[config.mk]
export PLATFORM = sky130hd
export DESIGN_NAME = perf_sample_ctrl
export DESIGN_NICKNAME = d
export VERILOG_FILES = /design/src/rtl/perf_pkg.sv /design/src/rtl/perf_sample_timer.sv /design/src/rtl/perf_sample_ctrl.sv
export SDC_FILE = /design/constraint.sdc
export NUM_CORES = 1
export LEC_CHECK = 0
export ABC_AREA = 1
export CAP_MARGIN = 20
export CORE_AREA = 4 4 206 208
export DETAILED_ROUTE_END_ITERATION = 7
export DIE_AREA = 0 0 210 212
export REMOVE_ABC_BUFFERS = 1
export SLEW_MARGIN = 20
export SYNTH_ARGS = -nofsm -noshare
export SYNTH_HDL_FRONTEND = slang
export SYNTH_SLANG_ARGS = --single-unit
[constraint.sdc]
create_clock -name clk_i -period 3.3 [get_ports clk_i]
set_input_delay 0.66 -clock clk_i [delete_from_list [all_inputs] [get_ports clk_i]]
set_output_delay 0.66 -clock clk_i [all_outputs]
set_load 0.03 [all_outputs]
[src/rtl/perf_pkg.sv]
// Shared types and default constants for the performance-counter sampling engine.
package perf_pkg;

    localparam int unsigned PerfNumCounters   = 6;
    localparam logic [11:0] PerfCntAddrBase   = 12'hB03;
    localparam int unsigned PerfDataWidth     = 64;
    localparam int unsigned PerfAddrWidth     = 64;
    localparam int unsigned PerfIntervalWidth = 32;

    typedef enum logic [1:0] {
        StIdle = 2'd0,
        StRead = 2'd1,
        StPush = 2'd2
    } perf_state_e;

    typedef struct packed {
        logic [PerfAddrWidth-1:0] addr;
        logic [PerfDataWidth-1:0] data;
        logic                     last;
    } perf_beat_t;

endpackage

[src/rtl/perf_sample_timer.sv]
// Reload down-counter: pulses trig_o once every interval_i cycles while running.
module perf_sample_timer #(
    parameter int unsigned IntervalWidth = 32
) (
    input  logic                     clk_i,
    input  logic                     rst_ni,
    input  logic                     enable_i,
    input  logic [IntervalWidth-1:0] interval_i,
    output logic                     trig_o
);

    logic [IntervalWidth-1:0] cnt_q;
    logic                     run;

    assign run    = enable_i && (interval_i != '0);
    assign trig_o = run && (cnt_q == IntervalWidth'(1));

    // A zero count only exists straight out of reset; load instead of wrapping.
    always_ff @(posedge clk_i or negedge rst_ni) begin
        if (!rst_ni) begin
            cnt_q <= '0;
        end else if (!run || trig_o || (cnt_q == '0)) begin
            cnt_q <= interval_i;
        end else begin
            cnt_q <= cnt_q - IntervalWidth'(1);
        end
    end

endmodule

[src/rtl/perf_sample_ctrl.sv]
// Shares the counter-bank port between the CSR file and a sweep engine that
// streams every counter value to a memory buffer as valid/ready beats.
module perf_sample_ctrl
    import perf_pkg::*;
#(
    parameter int unsigned NumCounters   = PerfNumCounters,
    parameter logic [11:0] CntAddrBase   = PerfCntAddrBase,
    parameter int unsigned DataWidth     = PerfDataWidth,
    parameter int unsigned IntervalWidth = PerfIntervalWidth
) (
    input  logic                     clk_i,
    input  logic                     rst_ni,
    input  logic                     enable_i,
    input  logic [IntervalWidth-1:0] interval_i,
    input  logic [63:0]              base_addr_i,
    input  logic                     irq_i,
    input  logic                     csr_req_i,
    input  logic                     csr_we_i,
    input  logic [11:0]              csr_addr_i,
    input  logic [DataWidth-1:0]     csr_wdata_i,
    output logic                     csr_gnt_o,
    output logic [DataWidth-1:0]     csr_rdata_o,
    output logic [11:0]              pc_addr_o,
    output logic                     pc_we_o,
    output logic [DataWidth-1:0]     pc_wdata_o,
    input  logic [DataWidth-1:0]     pc_rdata_i,
    output logic                     smp_valid_o,
    input  logic                     smp_ready_i,
    output logic [63:0]              smp_addr_o,
    output logic [DataWidth-1:0]     smp_data_o,
    output logic                     smp_last_o,
    output logic                     busy_o,
    output logic [15:0]              drop_cnt_o
);

    localparam int unsigned   IdxW    = (NumCounters > 1) ? $clog2(NumCounters) : 1;
    localparam logic [IdxW-1:0] LastIdx = IdxW'(NumCounters - 1);

    function automatic logic [15:0] sat_inc16(input logic [15:0] v);
        return (v == 16'hFFFF) ? v : v + 16'd1;
    endfunction

    perf_state_e          state_q, state_d;
    logic [IdxW-1:0]      idx_q, idx_d;
    logic [63:0]          base_q, base_d;
    logic [DataWidth-1:0] data_q, data_d;
    logic [15:0]          drop_q;
    logic                 irq_q;
    logic                 tmr_trig;
    logic                 irq_trig;
    logic                 trig;
    perf_beat_t           beat;

    perf_sample_timer #(
        .IntervalWidth(IntervalWidth)
    ) u_timer (
        .clk_i     (clk_i),
        .rst_ni    (rst_ni),
        .enable_i  (enable_i),
        .interval_i(interval_i),
        .trig_o    (tmr_trig)
    );

    // Periodic and interrupt triggers landing together merge into one event.
    assign irq_trig = enable_i && irq_i && !irq_q;
    assign trig     = tmr_trig || irq_trig;

    always_ff @(posedge clk_i or negedge rst_ni) begin
        if (!rst_ni) begin
            state_q <= StIdle;
            idx_q   <= '0;
            base_q  <= '0;
            data_q  <= '0;
            drop_q  <= '0;
            irq_q   <= 1'b0;
        end else begin
            state_q <= state_d;
            idx_q   <= idx_d;
            base_q  <= base_d;
            data_q  <= data_d;
            irq_q   <= irq_i;
            if (trig && (state_q != StIdle)) begin
                drop_q <= sat_inc16(drop_q);
            end
        end
    end

    always_comb begin
        state_d = state_q;
        idx_d   = idx_q;
        base_d  = base_q;
        data_d  = data_q;
        unique case (state_q)
            StIdle: begin
                if (trig) begin
                    base_d  = base_addr_i;
                    idx_d   = '0;
                    state_d = StRead;
                end
            end
            StRead: begin
                if (!enable_i) begin
                    state_d = StIdle;
                end else if (!csr_req_i) begin
                    data_d  = pc_rdata_i;
                    state_d = StPush;
                end
            end
            StPush: begin
                if (smp_ready_i) begin
                    if ((idx_q == LastIdx) || !enable_i) begin
                        state_d = StIdle;
                    end else begin
                        idx_d   = idx_q + IdxW'(1);
                        state_d = StRead;
                    end
                end
            end
            default: state_d = StIdle;
        endcase
    end

    // The CSR file always wins the counter-bank port.
    always_comb begin
        pc_addr_o   = '0;
        pc_we_o     = 1'b0;
        pc_wdata_o  = '0;
        csr_rdata_o = '0;
        if (csr_req_i) begin
            pc_addr_o   = csr_addr_i;
            pc_we_o     = csr_we_i;
            pc_wdata_o  = csr_wdata_i;
            csr_rdata_o = pc_rdata_i;
        end else if (state_q == StRead) begin
            pc_addr_o = CntAddrBase + 12'(idx_q);
        end
    end

    always_comb begin
        beat.addr = base_q + (PerfAddrWidth'(idx_q) << 3);
        beat.data = PerfDataWidth'(data_q);
        beat.last = (idx_q == LastIdx);
    end

    assign csr_gnt_o   = csr_req_i;
    assign smp_valid_o = (state_q == StPush);
    assign smp_addr_o  = beat.addr;
    assign smp_data_o  = DataWidth'(beat.data);
    assign smp_last_o  = smp_valid_o && beat.last;
    assign busy_o      = (state_q != StIdle);
    assign drop_cnt_o  = drop_q;

endmodule

---- Yosys cells after proc, flatten, opt, wreduce, memory -nomap -nowiden ----
Index checks and enable logic that the tools add are counted.
W data, S select, Z words.
storage, ports and cells
  register bits ........................... 182
  input bits .............................. 243
  output and inout bits ................... 289
  word-level logic and storage cells ...... 62
operators by class
  $add $sub $neg .......................... 5
  equal/unequal tests ..................... 9
  mux-type cells .......................... 16
  bitwise operators ....................... 2
  reduce and logical (&&, ||, !) cells .... 23
operators by type and width
  cell                     number
  $mux W64                 2
  $add A64 B6 Y64          1
  $eq A32 B1 Y1 const B    1
  $logic_not A32 Y1        1
  $mux W32                 1
  $reduce_bool A32 Y1      1
  $sub A32 B1 Y32 const B  1
  $mux W12                 2
  $add A16 B1 Y16 const B  1
  $eq A16 B16 Y1 const B   1
  $add A12 B3 Y12 const A  1
  $mux W3                  3
  $mux W2                  4
  $logic_and A1 B1 Y1      6
  $pmux W2 S3              1
  $pmux W3 S2              1
  $reduce_and A3 Y1        2
  $logic_or A1 B1 Y1       4
  $ne A2 B2 Y1 const B     2
  $reduce_and A2 Y1        2
  $reduce_and A4 Y1        1
  $reduce_bool A2 Y1       2
  $add A3 B1 Y3 const B    1
  $eq A3 B3 Y1 const B     1
  other kinds (8)          12

---- Longest topological paths before layout ----
  depth in word-level cells ............... 6
  gate-level depth with buffers ........... 13
  gate-level depth less buffers ........... 12

---- Modules after synthesis ----
Synthesis repeated with hierarchy kept, for this count alone.
second synthesis, totals
  cells, all modules ...................... 1604
  area total of the unflattened synthesis .. 11676.2 um^2
modules (own cells, without submodules)
  module             times used  cells each  area each (um^2)  sequential area each (um^2)
  perf_sample_ctrl   1           1224        9246.4            3753.6
  perf_sample_timer  1           380         2429.8            800.8

---- Least setup slack after synthesis ----
Ideal clock, no wire load.
  path kind ............................... reg-to-output
  start ................................... reg idx_q[0]
  end ..................................... out smp_addr_o[63]
  data arrival time ....................... 2.290 ns
  required time ........................... 2.640 ns
  path slack .............................. 0.350 ns
  cell stages (with the launch flop) ...... 11
  buffers on the path ..................... 0
  cell sequence ........................... dfrtp_1 ha_1 fa_1 a21oi_1 nor2_2 nand2_1 inv_1 nand2_1 nor2_1 nand3_1 xor2_1
between the ends
  word-level cells in the longest chain between the ends .. 1
ends and longest elaborated chain
  what                      line                     text
  start: declaration        perf_sample_ctrl.sv:44   logic [IdxW-1:0] idx_q, idx_d;
  start signal: assignment  perf_sample_ctrl.sv:78   idx_q <= idx_d;
  $add A64 B6 Y64           perf_sample_ctrl.sv:140  beat.addr = base_q + (PerfAddrWidth'(idx_q) << 3);
  end: declaration          perf_sample_ctrl.sv:29   output logic [63:0] smp_addr_o,
Every way passes these cells.

---- Worst setup path after layout ----
  start ................................... reg base_q[5]
  end ..................................... out smp_addr_o[47]
between the ends
  word-level cells in the longest chain between the ends .. 1
ends and longest elaborated chain
  what                      line                     text
  start: declaration        perf_sample_ctrl.sv:45   logic [63:0] base_q, base_d;
  start signal: assignment  perf_sample_ctrl.sv:79   base_q <= base_d;
  $add A64 B6 Y64           perf_sample_ctrl.sv:140
Every way passes these cells.

==> impl_results.md <==
* Status: complete, no violations
* FMAX at 308.4 MHz
* Dominant cell type by area after synthesis: dfrtp_1
* Post-synth EDFFs at 0
* Placed cells at around 2500
* Vias per inst at 4.554
* Crit-path slowest cell: dfrtp_1
* CTS tree: built
* Largest stage delay on the critical path at 0.42 ns
* Synth unique cells at 33
* Crit path cell chain: ha_4, buf_4, a21oi_4, nor2_4, nand2_4, inv_4, nand4_1, buf_4, nor3_2, xor2_1, buf_4
* CP Max Fanout at 5
* Global-route wire length before repair at a little over 70000 µm
* Synthesized area per cell at 7.432 µm²
* Vias post-DR at 11840
* Most frequent cells in the layout: 472 x clkdlybuf4s50_1, 460 x nand2_1, 234 x inv_1
* Leakage at 0.008779 µW
* Core footprint at 40550 µm²
* Min cycle time layout at 3.243 ns
* Seq/Total Area, Yosys at between 40% and 50%
* Leading cell type in the layout, fill and taps excluded: clkdlybuf4s50_1
* Routed Antenna Nets at 0
* CTS buffer count at 17
* Worst-Margin Slew at slightly below 0.6 ns
* Startpoint types: flip-flop
* FFs w/ async S/R, synth at between 90% and 100%
* Area growth syn-to-layout at 63.31%
* Die height at 212 µm
* RSZ-0062 raised after global routing: true
* Final setup skew at about 0.012 ns
* CP Capture Type: output pin
* Crit path top cell by count: buf_4
* Filler cells at slightly above 4000
* Clock Path Buffers at 2
* Largest net degree at the start of global routing at 67
* Row cnt at 74
* Clk sink count at 182
* Hold Buf Count CTS at 0
* Slew HR at 60.34%
* Htree depth at 4
* Worst skew pair latency at 0.45 ns
* DRT Pass-1 Iters at 5
* Share of post-route cells with drive strength above 1 at 12.58%
* Yosys top cell area share at roughly two fifths
* Initial DRC count at around 700
* Critical path arrival at 2.58 ns
* Final WL at 49980 µm
* Post-synth top flop: dfrtp_1
* Top cells by area, synth: dfrtp_1 41%, nand2_1 16%, inv_1 7.9%
* Die area at 44520 µm²
* Worst EP required at between 2 and 3 ns
* Routability cong. at slightly above 0.9
* Port Buffers at 531
* Setup Viol. Count Final at 0
* CTS Root Cell: clkbuf_16
* Hpwl dp at approximately 41000 µm
* Layout Nets at 2308
* Initial antenna violation count at 3
* Post-Syn Instances at 1506
* Global Route Usage Sum at 21.29%
* Synth Warn # at 0
* WL per Instance at slightly below 20 µm
* I/O pin count at between 500 and 600
* Peak supply drop at 660.1 µV
* Total grt overflow at 0
* Worst-path clk slew at approximately 0.08 ns
* Non-Filler Instances at 2600
* Max cap viols at 0
* Vias in the first global route at 11650
* Initial Utilization at 27.60%
* Syn Std Cell Area at about 11000 µm²
* Power per cell area at 729.1 nW/µm²
* Total Power at 13330 µW
* Tightest Hold Check Type: in2async
* Fin. Hold Viols at 0
* Post-route DRC violation count at 0
* Final Max Slew Viols at 0
* Seq cells post-synth at ~180
* Die X at roughly 210 µm
* WS Path Type: reg2out
* Crit share post-route at 98.26%
[worst max-delay path, delay by kind of cell, from the launching register on]
family                     cells  cell delay (ns)
xor gates and xnor gates       1             0.29
buffers and inverters          4             0.57
AOI/OAI and AO/OA              1             0.05
DFF                            1             0.42
and+or+nand+nor                4             0.49
adders and majority gates      1             0.30
[final timing paths]
path,startpoint,end,slack (ns),cells after the start
worst max-delay path,base_q[5],smp_addr_o[47],0.06,11
worst min-delay path,rst_ni,base_q[37],0.21,1
worst max register to register,u_timer.cnt_q[18],base_q[2],0.95,10
worst min register to register,base_q[2],base_q[2],0.48,2
max in group asynchronous,rst_ni,smp_data_o[3],2.27,2
min in group clk_i,base_q[2],base_q[2],0.48,2
[synth_stat cells (2+ instances only)]
cell      number
o21ai_0       27
nand4_1       29
a21oi_1        2
nand2_1      466
nor3_1        43
dfrtp_1      182
nand3_1      100
xnor2_1       44
nor4_1         3
clkbuf_1      25
and2_1         4
buf_2         19
mux2_2        64
buf_6          6
ha_1          10
o21ai_2        5
nand3b_1       3
nor2_2         6
nand2_2        4
xor2_1        57
o21a_1        23
inv_1        235
o21ai_1        9
nor2_1       128
buf_4          4
[per-layer routing]
metal / global-route usage (%) / vias up / wire length [µm]
met1: 27.28 / 5611 / 20490
met2: 34.12 / 447 / 23400
met4: 3.105 / 4 / 362
met5: 0 / - / 31
li1: - / 5751 / -
met3: 9.650 / 27 / 5694
[area by class of cell]
class	count	area (µm²)	area share, %
flip-flops and latches	182	4556	24.92
inverters	235	884.6	4.839
multi-input cells	1034	5722	31.30
clock buffers	17	425.4	2.327
repair buffers	584	5851	32.01
diodes	1	2.502	0.01369
clock inverters	15	173.9	0.9514
well taps	532	665.6	3.641
[state kept, by name, indices dropped and copies added, names as in the netlist]
register	flops
u_timer.cnt_q	32
irq_q	1
smp_data_o	64
state_q	2
idx_q	3
drop_cnt_o	16
base_q	64
[cell families (layout without fill, tap and decap cells)]
family	Yosys count	in the layout	synth area share [%]
DFF	182	182	40.69
and+or+nand+nor	790	790	29.41
xor gates and xnor gates	101	101	7.903
buffers and inverters	290	851	10.49
muxes	64	64	6.439
other	0	1	0
adders and majority gates	11	11	1.297
AOI/OAI and AO/OA	68	68	3.778
[report_power, final]
| group | switching, µW | total [µW] | internal (µW) |
|---|---|---|---|
| combinational | 4290 | 7310 | 3020 |
| sequential | 790 | 3880 | 3090 |
| clock | 1050 | 2140 | 1090 |
[per-stage QoR]
stage / hold slack, ns / area, µm² / TNS [ns] / worst slack [ns] / util, %
final: 0.2129 / 18280 / 0 / 0.05743 / 45.08
after detailed placement: 0.4611 / 17290 / 0 / 0.1801 / 42.64
after CTS: 0.2206 / 18050 / 0 / 0.005657 / 44.52
after global placement: 0.4605 / 17290 / 0 / 0.1522 / 42.64
after floorplan: 0.3644 / 10900 / -2.635 / -0.1146 / -
after global routing: 0.2328 / 18280 / -0.1319 / -0.04496 / 45.08
[timing repair]
action                                  CTS  global route
endpoints found under the setup margin   35            28
pin swaps                                11            13
resized for setup                        37            36
buffers inserted                          9            10
No activity file was read; power rests on OpenSTA's default activity.
